<file path="config.mk">
export PLATFORM = sky130hd
export DESIGN_NAME = fpga_dsp_bridge
export DESIGN_NICKNAME = d
export VERILOG_FILES = /design/src/rtl/fpga_dsp_pkg.sv /design/src/rtl/fpga_dsp_rr_arb.sv /design/src/rtl/fpga_dsp_bridge.sv
export SDC_FILE = /design/constraint.sdc
export NUM_CORES = 1
export LEC_CHECK = 0
export BUFFER_PORTS_ARGS = -buffer_cell sky130_fd_sc_hd__buf_4
export CORE_MARGIN = 4
export CORE_UTILIZATION = 49
export DETAILED_ROUTE_END_ITERATION = 10
export GPL_TIMING_DRIVEN = 1
export PLACE_DENSITY = 0.8
export SETUP_SLACK_MARGIN = 0.5
export SYNTH_ARGS = -nofsm -noshare
export SYNTH_HDL_FRONTEND = slang
export SYNTH_SLANG_ARGS = --single-unit
</file>
<file path="constraint.sdc">
create_clock -name Clk -period 2.1 [get_ports Clk]
set_input_delay 0.315 -clock Clk [delete_from_list [all_inputs] [get_ports Clk]]
set_output_delay 0.315 -clock Clk [all_outputs]
set_load 0.01 [all_outputs]
</file>
<file path="src/rtl/fpga_dsp_pkg.sv">
// Shared types and helpers for the FPGA-to-DSP bridge: controller states and
// the round-robin grant search used by the channel arbiter.
package fpga_dsp_pkg;

  typedef enum logic [1:0] {
    IDLE   = 2'd0,
    SETUP  = 2'd1,
    STROBE = 2'd2,
    RESP   = 2'd3
  } state_t;

  localparam int unsigned RR_MAX = 16;

  typedef struct packed {
    logic       hit;
    logic [3:0] idx;
  } rr_pick_t;

  // First requester strictly after ptr, wrapping within n channels.
  function automatic rr_pick_t rr_next(input logic [RR_MAX-1:0] req,
                                       input logic [3:0]        ptr,
                                       input int unsigned       n);
    rr_pick_t    p;
    int unsigned c;
    logic [3:0]  ci;
    p = '0;
    for (int unsigned k = 1; k <= RR_MAX; k++) begin
      c  = (32'(ptr) + k) % n;
      ci = 4'(c);
      if (k <= n && !p.hit && req[ci]) begin
        p.hit = 1'b1;
        p.idx = ci;
      end
    end
    return p;
  endfunction

endpackage

</file>
<file path="src/rtl/fpga_dsp_rr_arb.sv">
// Round-robin arbiter: combinational grant, pointer moves to the granted
// channel only when the grant is consumed (advance).
module fpga_dsp_rr_arb
  import fpga_dsp_pkg::*;
#(
  parameter int unsigned N_CH = 4,
  localparam int unsigned IW  = (N_CH > 1) ? $clog2(N_CH) : 1
) (
  input  logic            clk,
  input  logic            rst_n,
  input  logic [N_CH-1:0] req,
  input  logic            advance,
  output logic [N_CH-1:0] grant,
  output logic [IW-1:0]   index
);

  logic [IW-1:0] ptr;
  rr_pick_t      pick;

  always_comb begin
    pick  = rr_next(16'(req), 4'(ptr), N_CH);
    index = pick.idx[IW-1:0];
    grant = '0;
    if (pick.hit) grant[index] = 1'b1;
  end

  // Pointer starts at the last channel so channel 0 wins first after reset.
  always_ff @(posedge clk or negedge rst_n) begin
    if (!rst_n)       ptr <= IW'(N_CH - 1);
    else if (advance) ptr <= index;
  end

endmodule

</file>
<file path="src/rtl/fpga_dsp_bridge.sv">
// Multi-channel FPGA-to-DSP bridge: arbitrated request intake, transaction
// FIFO, and a single-outstanding DSP bus cycle with Ack/timeout completion.
module fpga_dsp_bridge
  import fpga_dsp_pkg::*;
#(
  parameter int unsigned N_CH    = 4,
  parameter int unsigned AW      = 8,
  parameter int unsigned DW      = 8,
  parameter int unsigned DEPTH   = 4,
  parameter int unsigned TIMEOUT = 15
) (
  input  logic               Clk,
  input  logic               Rst_n,
  input  logic [N_CH-1:0]    ReqValid,
  output logic [N_CH-1:0]    ReqReady,
  input  logic [N_CH-1:0]    ReqWr,
  input  logic [N_CH*AW-1:0] ReqAddr,
  input  logic [N_CH*DW-1:0] ReqData,
  output logic [N_CH-1:0]    RespValid,
  output logic [DW-1:0]      RespData,
  output logic               RespErr,
  output logic [AW-1:0]      AddrBus,
  output logic [DW-1:0]      DataOut,
  input  logic [DW-1:0]      DataIn,
  output logic               WrEn,
  output logic               Strobe,
  input  logic               Ack,
  output logic               Busy
);

  localparam int unsigned CW    = (N_CH > 1) ? $clog2(N_CH) : 1;
  localparam int unsigned PW    = $clog2(DEPTH);
  localparam int unsigned NW    = $clog2(DEPTH + 1);
  localparam int unsigned TW    = (TIMEOUT > 1) ? $clog2(TIMEOUT) : 1;
  localparam int unsigned TLAST = (TIMEOUT > 0) ? TIMEOUT - 1 : 0;

  typedef struct packed {
    logic [CW-1:0] ch;
    logic          wr;
    logic [AW-1:0] addr;
    logic [DW-1:0] data;
  } txn_t;

  // Arbitration and intake
  logic [N_CH-1:0] grant;
  logic [CW-1:0]   gidx;
  logic            transfer;
  txn_t            push_entry;

  logic [PW-1:0]   wptr, rptr;
  logic [NW-1:0]   count;
  logic            full, empty, push, pop;
  txn_t            mem [DEPTH];

  fpga_dsp_rr_arb #(.N_CH(N_CH)) u_arb (
    .clk    (Clk),
    .rst_n  (Rst_n),
    .req    (ReqValid),
    .advance(transfer),
    .grant  (grant),
    .index  (gidx)
  );

  assign full     = (count == NW'(DEPTH));
  assign empty    = (count == '0);
  assign ReqReady = full ? '0 : grant;
  assign transfer = |(ReqValid & ReqReady);
  assign push     = transfer;

  always_comb begin
    push_entry      = '0;
    push_entry.ch   = gidx;
    push_entry.wr   = ReqWr[gidx];
    push_entry.addr = ReqAddr[gidx*AW +: AW];
    push_entry.data = ReqData[gidx*DW +: DW];
  end

  // FIFO storage carries no reset; only pointers and count define contents.
  always_ff @(posedge Clk) begin
    if (push) mem[wptr] <= push_entry;
  end

  always_ff @(posedge Clk or negedge Rst_n) begin
    if (!Rst_n) begin
      wptr  <= '0;
      rptr  <= '0;
      count <= '0;
    end else begin
      if (push) wptr <= wptr + 1'b1;
      if (pop)  rptr <= rptr + 1'b1;
      unique case ({push, pop})
        2'b10:   count <= count + 1'b1;
        2'b01:   count <= count - 1'b1;
        default: count <= count;
      endcase
    end
  end

  // DSP-side controller
  state_t        state, state_nxt;
  txn_t          cur;
  logic [TW-1:0] tcnt;
  logic [DW-1:0] rdata;
  logic          err;
  logic          ack_ok, expire, bus_on;

  assign pop = (state == IDLE) && !empty;

  always_ff @(posedge Clk or negedge Rst_n) begin
    if (!Rst_n) state <= IDLE;
    else        state <= state_nxt;
  end

  always_comb begin
    state_nxt = state;
    ack_ok    = 1'b0;
    expire    = 1'b0;
    unique case (state)
      IDLE:   if (!empty) state_nxt = SETUP;
      SETUP:  state_nxt = STROBE;
      STROBE: begin
        // Ack takes precedence over a timeout expiring in the same cycle.
        if (Ack) begin
          ack_ok    = 1'b1;
          state_nxt = RESP;
        end else if (TIMEOUT != 0 && tcnt == TW'(TLAST)) begin
          expire    = 1'b1;
          state_nxt = RESP;
        end
      end
      RESP:    state_nxt = IDLE;
      default: state_nxt = IDLE;
    endcase
  end

  always_ff @(posedge Clk or negedge Rst_n) begin
    if (!Rst_n) begin
      cur   <= '0;
      tcnt  <= '0;
      rdata <= '0;
      err   <= 1'b0;
    end else begin
      if (pop) cur <= mem[rptr];
      if (state == SETUP)       tcnt <= '0;
      else if (state == STROBE) tcnt <= tcnt + 1'b1;
      if (ack_ok) begin
        rdata <= cur.wr ? '0 : DataIn;
        err   <= 1'b0;
      end else if (expire) begin
        rdata <= '0;
        err   <= 1'b1;
      end
    end
  end

  assign bus_on = (state == SETUP) || (state == STROBE);

  always_comb begin
    AddrBus   = bus_on ? cur.addr : '0;
    WrEn      = bus_on && cur.wr;
    DataOut   = (bus_on && cur.wr) ? cur.data : '0;
    Strobe    = (state == STROBE);
    RespValid = '0;
    if (state == RESP) RespValid[cur.ch] = 1'b1;
    RespData  = (state == RESP) ? rdata : '0;
    RespErr   = (state == RESP) && err;
    Busy      = !empty || (state != IDLE);
  end

endmodule

</file>
==> impl_metrics.json, run 1 <==
{
  "status": "finished with violations",
  "violations": "setup timing",
  "ys_types": 37,
  "grt_max_degree": 44,
  "area_growth_pct": 69.2,
  "power_density_nw_per_um2": 1900,
  "drc": 0,
  "path_class": "flop to output pin",
  "numCtsBuffers": 17,
  "clock.fmax_mhz": 410,
  "dp.final_hpwl_um": 8520,
  "final_common_cell": "buf_4",
  "syn_avg_cell_area_um2": 13.7,
  "io_buffers": 118,
  "required_ps": 1780,
  "grt-ovfl-total": 0,
  "vdd_drop_max_uv": 982,
  "syn_nets": 493,
  "finalSetupViolCount": 79,
  "antenna_cells": 0,
  "dr.pass1.iters": 5,
  "core-area_um2": 10800,
  "hp-class": "input pin to flop",
  "rsz0062_at_grt": "true",
  "p_leak_nw": 3.78,
  "netlist_area_um2": 5440,
  "grt_pass1_vias": 4542,
  "async_flop_share_pct": 36.1,
  "wl_per_cell_um": 26.9,
  "dieWidth_um": 113,
  "die_height_um": 113,
  "grt_antenna_before_repair": 0,
  "clock_latency_ps": 510,
  "grt_use_total_pct": 25.5,
  "vias": 4493,
  "die_area_um2": 12900,
  "layout_common_cells": "buf_4 (112), edfxtp_1 (76), buf_6 (63), nand2_1 (55), dfrtp_1 (40)",
  "num_rows": 38,
  "cap_viol_max_count": 0,
  "yosys_warnings": 0,
  "cts_tree": "built",
  "cts-root-buf": "clkbuf_8",
  "arrival_ps": 2120,
  "ys_seq_area_share_pct": 61.7,
  "drv_slew": 0,
  "ys_seq_elements": 119,
  "synth_edf_count": 76,
  "place_congestion": 0.824,
  "wirelength_um": 20500,
  "initial_core_util_pct": 50.2,
  "period_minus_slack_ps": 2440,
  "maxSlewHeadroom_pct": 60.0,
  "hold_viol": 0,
  "nFillCells": 455,
  "postSynthCellCount": 397,
  "startpoint_type": "flop",
  "clockBufferDepth": 2,
  "htreeDepth": 4,
  "path_clk_slew_ps": 60,
  "final_core_util_pct": 85.0,
  "nets": 703,
  "worstPathMaxFanout": 5,
  "drtIter0Drc": 354,
  "final.setup.tns_ps": -9420,
  "min_period_over_period_pct": 116,
  "clock_skew_ps": 7.79,
  "io-pin-count": 119,
  "cts_num_sinks": 119,
  "worst_slew_pin_slew_ps": 599,
  "place_ws_ps": 6.21,
  "ys.flop_type": "edfxtp_1",
  "grt_pass1_wl_um": 24800,
  "fin_ws_ps": -339,
  "via_per_inst": 5.91,
  "cp-end-kind": "output pin",
  "drive_above_1_share_pct": 63.1,
  "antenna_left": 0
}
layout make-up:
type / count / area (µm²) / share of cell area [%]
clock buffers: 17 / 414 / 4.50
well taps: 140 / 175 / 1.90
multi-input cells: 237 / 2640 / 28.7
clock inverters: 15 / 181 / 1.97
repair buffers: 212 / 2290 / 24.9
repair inverters: 3 / 55.1 / 0.598
flip-flops and latches: 119 / 3360 / 36.5
inverters: 17 / 86.3 / 0.937
worst paths after layout:
check                                          from                   end  slack, ps  cells past startpoint
max                        u_arb.ptr[1]$_DFFE_PN1P_           ReqReady[3]       -340                      6
min                                       DataIn[6]  rdata[6]$_DFFE_PN0P_         30                      2
max reg2reg                u_arb.ptr[1]$_DFFE_PN1P_  mem[2][14]$_DFFE_PP_       -210                      9
min reg2reg                    rdata[7]$_DFFE_PN0P_  rdata[7]$_DFFE_PN0P_        510                      1
max in group asynchronous                     Rst_n  count[0]$_DFFE_PN0P_       1300                      2
min in group asynchronous                     Rst_n   tcnt[3]$_DFFE_PN0N_        350                      2
through the flow:
stage | hold slack (ps) | std cells | cell area [µm²] | power [mW]
2_1_floorplan | 19.4 | 397 | 5680 | 8.02
3_3_place_gp | 339 | 644 | 6760 | 9.53
3_5_place_dp | 348 | 644 | 6760 | 9.83
4_1_cts | 17.1 | 715 | 8340 | 14.9
5_1_grt | 10.4 | 760 | 9210 | 18.1
6_report | 29.3 | 760 | 9210 | 17.5
cell usage after synthesis, drive strengths merged (2+ instances only):
cell type  number  area share, %
nand2          62            4.3
o22ai           4           0.46
xnor2           4           0.64
buf             8            1.5
dfrtp          41             19
ha             12            2.8
nor2            8           0.55
xor2            2           0.32
a22o            8            1.3
a21oi          21            1.9
o21ai           6           0.55
inv            16            1.1
clkbuf         16            1.1
nor3b           2           0.28
mux2i           2           0.37
a32oi          18            2.9
and3           12            1.4
and2           22            2.5
edfxtp         76             42
dfstp           2           0.97
nand2b          4           0.46
mux4           19            7.9
mux2           21            4.3
nor3            2           0.18
power breakdown:
group	switching, mW	internal, mW	total [mW]
clock	1.11	1.81	2.92
combinational	4.52	5.40	9.92
sequential	0.692	4.00	4.69
timing repair:
action / CTS / global route
endpoints found under the setup margin: 199 / 214
hold buffers: 2 / 0
pin swaps: 15 / 19
gates resized for setup: 142 / 82
buffers inserted: 32 / 32
endpoints found under the hold margin: 42 / 0
gates cloned: 5 / 13
registers in the layout, summed over array words and instances (netlist names):
register,count
wptr,2
count,3
state,2
rptr,2
rdata,8
err,1
tcnt,4
u_arb.ptr,2
cur,19
mem,76
cells by family (layout without fill, tap and decap cells):
family,after synthesis,after routing,synth area share [%]
DFF,119,119,61.7
muxes,42,42,12.6
xor gates and xnor gates,6,6,0.966
and+or+nand+nor,115,115,10.0
AOI/OAI and AO/OA,61,61,7.72
adders and majority gates,13,13,3.13
buffers and inverters,41,264,3.84
routing by layer:
layer	global-route usage, %	up-vias	wire length (µm)
li1	-	1905	-
met1	32.2	2279	7260
met2	44.1	262	11200
met3	6.37	47	1330
met4	6.81	0	695
met5	0	-	0
critical path, cell delays in order (launching register included):
cell	delay, ps
dfstp_2	610
mux2i_2	270
o22a_1	200
o21ai_4	110
buf_12	160
and3_4	140
buf_6	110
No activity file was read; power rests on OpenSTA's default activity.
==> run 2, diff against run 1 <==
--- a/config.mk
+++ b/config.mk
@@ -5,12 +5,14 @@
 export SDC_FILE = /design/constraint.sdc
 export NUM_CORES = 1
 export LEC_CHECK = 0
-export BUFFER_PORTS_ARGS = -buffer_cell sky130_fd_sc_hd__buf_4
+export ABC_AREA = 1
+export BUFFER_PORTS_ARGS = -buffer_cell sky130_fd_sc_hd__buf_2
 export CORE_MARGIN = 4
-export CORE_UTILIZATION = 49
+export CORE_UTILIZATION = 50
 export DETAILED_ROUTE_END_ITERATION = 10
 export GPL_TIMING_DRIVEN = 1
 export PLACE_DENSITY = 0.8
+export RECOVER_POWER = 50
 export SETUP_SLACK_MARGIN = 0.5
 export SYNTH_ARGS = -nofsm -noshare
 export SYNTH_HDL_FRONTEND = slang
==> run 2 against run 1 <==
Effect of this change:
- the flow still finishes with violations (setup timing)
- clock-buffer cell count up 1
- sequential cell count did not move
- synthesized area increased by 10%
- clock skew rose by 5.2 ps
- sequential share of layout area increased by 3.3 points
- critical path depth grew 6
- global-route usage shrank 0.97 points
- first-iteration DRC count grew 34%
- die area grew 7.2%
- worst hold slack improved by 130 ps
- synthesized cell count rose by 71%
- critical path type unchanged
- critical endpoint is now ReqReady[1]
- largest cell class unchanged
==> impl_metrics.json, run 2 <==
{
  "status": "finished with violations",
  "violations": "setup timing",
  "syn_nets": 775,
  "synth.top_cell.area_share_pct": 38.1,
  "syn_avg_cell_area_um2": 8.82,
  "via_per_inst": 5.63,
  "period_minus_slack_ps": 2700,
  "layout_common_cells": "nand2_1 (125), buf_2 (112), nor2_1 (76), edfxtp_1 (76), o21ai_0 (50)",
  "whs_ps": 159,
  "initial_core_util_pct": 51.8,
  "wirelength_um": 17700,
  "worstReg2RegStart": "u_arb.ptr[0]$_DFFE_PN1P_",
  "yosys_warnings": 0,
  "cts_num_sinks": 119,
  "async_flop_share_pct": 36.1,
  "nets": 938,
  "drc": 0,
  "io_buffers": 118,
  "largest_register": "mem",
  "htreeDepth": 4,
  "grt-ovfl-total": 0,
  "grt_antenna_before_repair": 0,
  "worst_slew_pin_slew_ps": 973,
  "clock.fmax_mhz": 371,
  "drtIter0Drc": 473,
  "io-pin-count": 119,
  "dp_cells": 937,
  "grt_pass1_vias": 5615,
  "final.setup.tns_ps": -59740,
  "postSynthCellCount": 679,
  "grt_use_total_pct": 24.5,
  "dr.pass1.iters": 5,
  "hold_viol": 0,
  "yosysTopAreaCell": "edfxtp_1",
  "crit_start": "u_arb.ptr[0]$_DFFE_PN1P_",
  "core-area_um2": 11600,
  "die_area_um2": 13800,
  "drv_slew": 0,
  "cts-root-buf": "clkbuf_16",
  "antenna_left": 0,
  "clockBufferDepth": 2,
  "grt_max_degree": 40,
  "synth_common_cells": "nand2_1 (202), nor2_1 (82), edfxtp_1 (76)",
  "cts_tree": "built",
  "final_cells": 997,
  "cp-end-kind": "output pin",
  "path_clk_slew_ps": 60,
  "cp-endpoint": "ReqReady[1]",
  "reg2reg_slack_ps": -520,
  "arrival_ps": 2380,
  "startpoint_type": "flop",
  "numCtsBuffers": 17,
  "path_class": "flop to output pin",
  "place_ws_ps": -200,
  "fin_ws_ps": -595,
  "min_period_over_period_pct": 128,
  "synth_edf_count": 76,
  "place_congestion": 0.834,
  "worstPathMaxFanout": 4,
  "final_common_cell": "nand2_1",
  "clock_skew_ps": 13.0,
  "grt_pass1_wl_um": 27200,
  "finalSetupViolCount": 174,
  "num_rows": 39,
  "largest_reg_flops": 76,
  "ys_seq_area_share_pct": 56.1,
  "hp-class": "input pin to flop",
  "r2r-end": "mem[3][2]$_DFFE_PP_",
  "ys_types": 36,
  "ys_top_cells_by_area": "edfxtp_1 (38%), dfrtp_1 (17%), nand2_1 (13%)",
  "area_growth_pct": 41.1,
  "vias": 5614,
  "cap_viol_max_count": 0,
  "dp.final_hpwl_um": 10300,
  "clock_latency_ps": 410,
  "ys_seq_elements": 119,
  "die_height_um": 117,
  "yosysMostFrequentCell": "nand2_1",
  "wl_per_cell_um": 17.7,
  "rsz0062_at_grt": "true",
  "maxSlewHeadroom_pct": 35.1,
  "ys.flop_type": "edfxtp_1",
  "antenna_cells": 0,
  "dieWidth_um": 117,
  "netlist_area_um2": 5990,
  "reg2reg_depth": 17,
  "drive_above_1_share_pct": 39.3,
  "required_ps": 1780,
  "reg_top3": "mem: 76 flops, cur: 19 flops, rdata: 8 flops"
}
run 2: kinds of logic (layout without fill, tap and decap cells):
kind of cell / count (synthesis) / count (layout) / synth area share (%)
adders and majority gates: 13 / 13 / 2.84
AOI/OAI and AO/OA: 83 / 83 / 7.48
xor gates and xnor gates: 5 / 5 / 0.732
and+or+nand+nor: 362 / 362 / 25.7
DFF: 119 / 119 / 56.1
buffers and inverters: 96 / 271 / 6.90
muxes: 1 / 1 / 0.167
run 2: through the flow:
stage	cell area, µm²	utilization, %
after floorplan	6070	-
after global placement	6960	60.2
after detailed placement	6960	60.2
after CTS	8270	71.5
after global routing	8450	73.1
final	8450	73.1
run 2: critical path: stages, from the launching register on:
cell,delay (ps)
dfstp_2,630
buf_6,160
buf_4,130
nand2_1,60
nand3_1,110
nand2_2,80
nand2_2,110
nand2_2,70
nand2_2,90
nand3_4,100
buf_12,150
nor3_2,150
buf_2,140
run 2: area by class of cell:
cell class / count / area (µm²)
Timing Repair Buffer: 180 / 1350
Clock inverter: 13 / 109
Multi-Input combinational cell: 464 / 2780
Tap cell: 143 / 179
Sequential cell: 119 / 3360
Inverter: 60 / 244
Clock buffer: 18 / 429
Fill cell: 730 / 3120
run 2: worst min path at each step:
stage	start	endpoint	slack [ps]	cells after the start
3_3_place_gp	Rst_n	tcnt[2]$_DFFE_PN0N_	280	1
3_5_place_dp	Rst_n	tcnt[2]$_DFFE_PN0N_	280	1
4_1_cts	DataIn[4]	rdata[4]$_DFFE_PN0P_	150	3
5_1_grt	DataIn[4]	rdata[4]$_DFFE_PN0P_	160	3
6_report	DataIn[4]	rdata[4]$_DFFE_PN0P_	160	3
2_1_floorplan	Rst_n	count[0]$_DFFE_PN0P_	20	0
run 2: timing repair:
item | CTS | global route
hold buffers | 1 | 0
pin swaps | 34 | 20
resized for setup | 137 | 48
hold endpoints to repair | 15 | 0
cloned | 5 | 0
endpoints found under the setup margin | 216 | 224
setup buffers | 20 | 3
run 2: metal layers:
metal | share of wire, % | wire [µm] | global-route usage, % | up-vias
met5 | 0 | 0 | 0 | -
met4 | 4.1 | 731 | 12.2 | 0
met3 | 7.8 | 1370 | 5.58 | 59
met2 | 50 | 8840 | 42.4 | 321
met1 | 38 | 6720 | 28.7 | 2652
li1 | - | - | - | 2582
Power of run 2 is left out: the tool's default activity adds up to more than one toggle a clock period on the data nets, which glitch-free logic cannot reach.
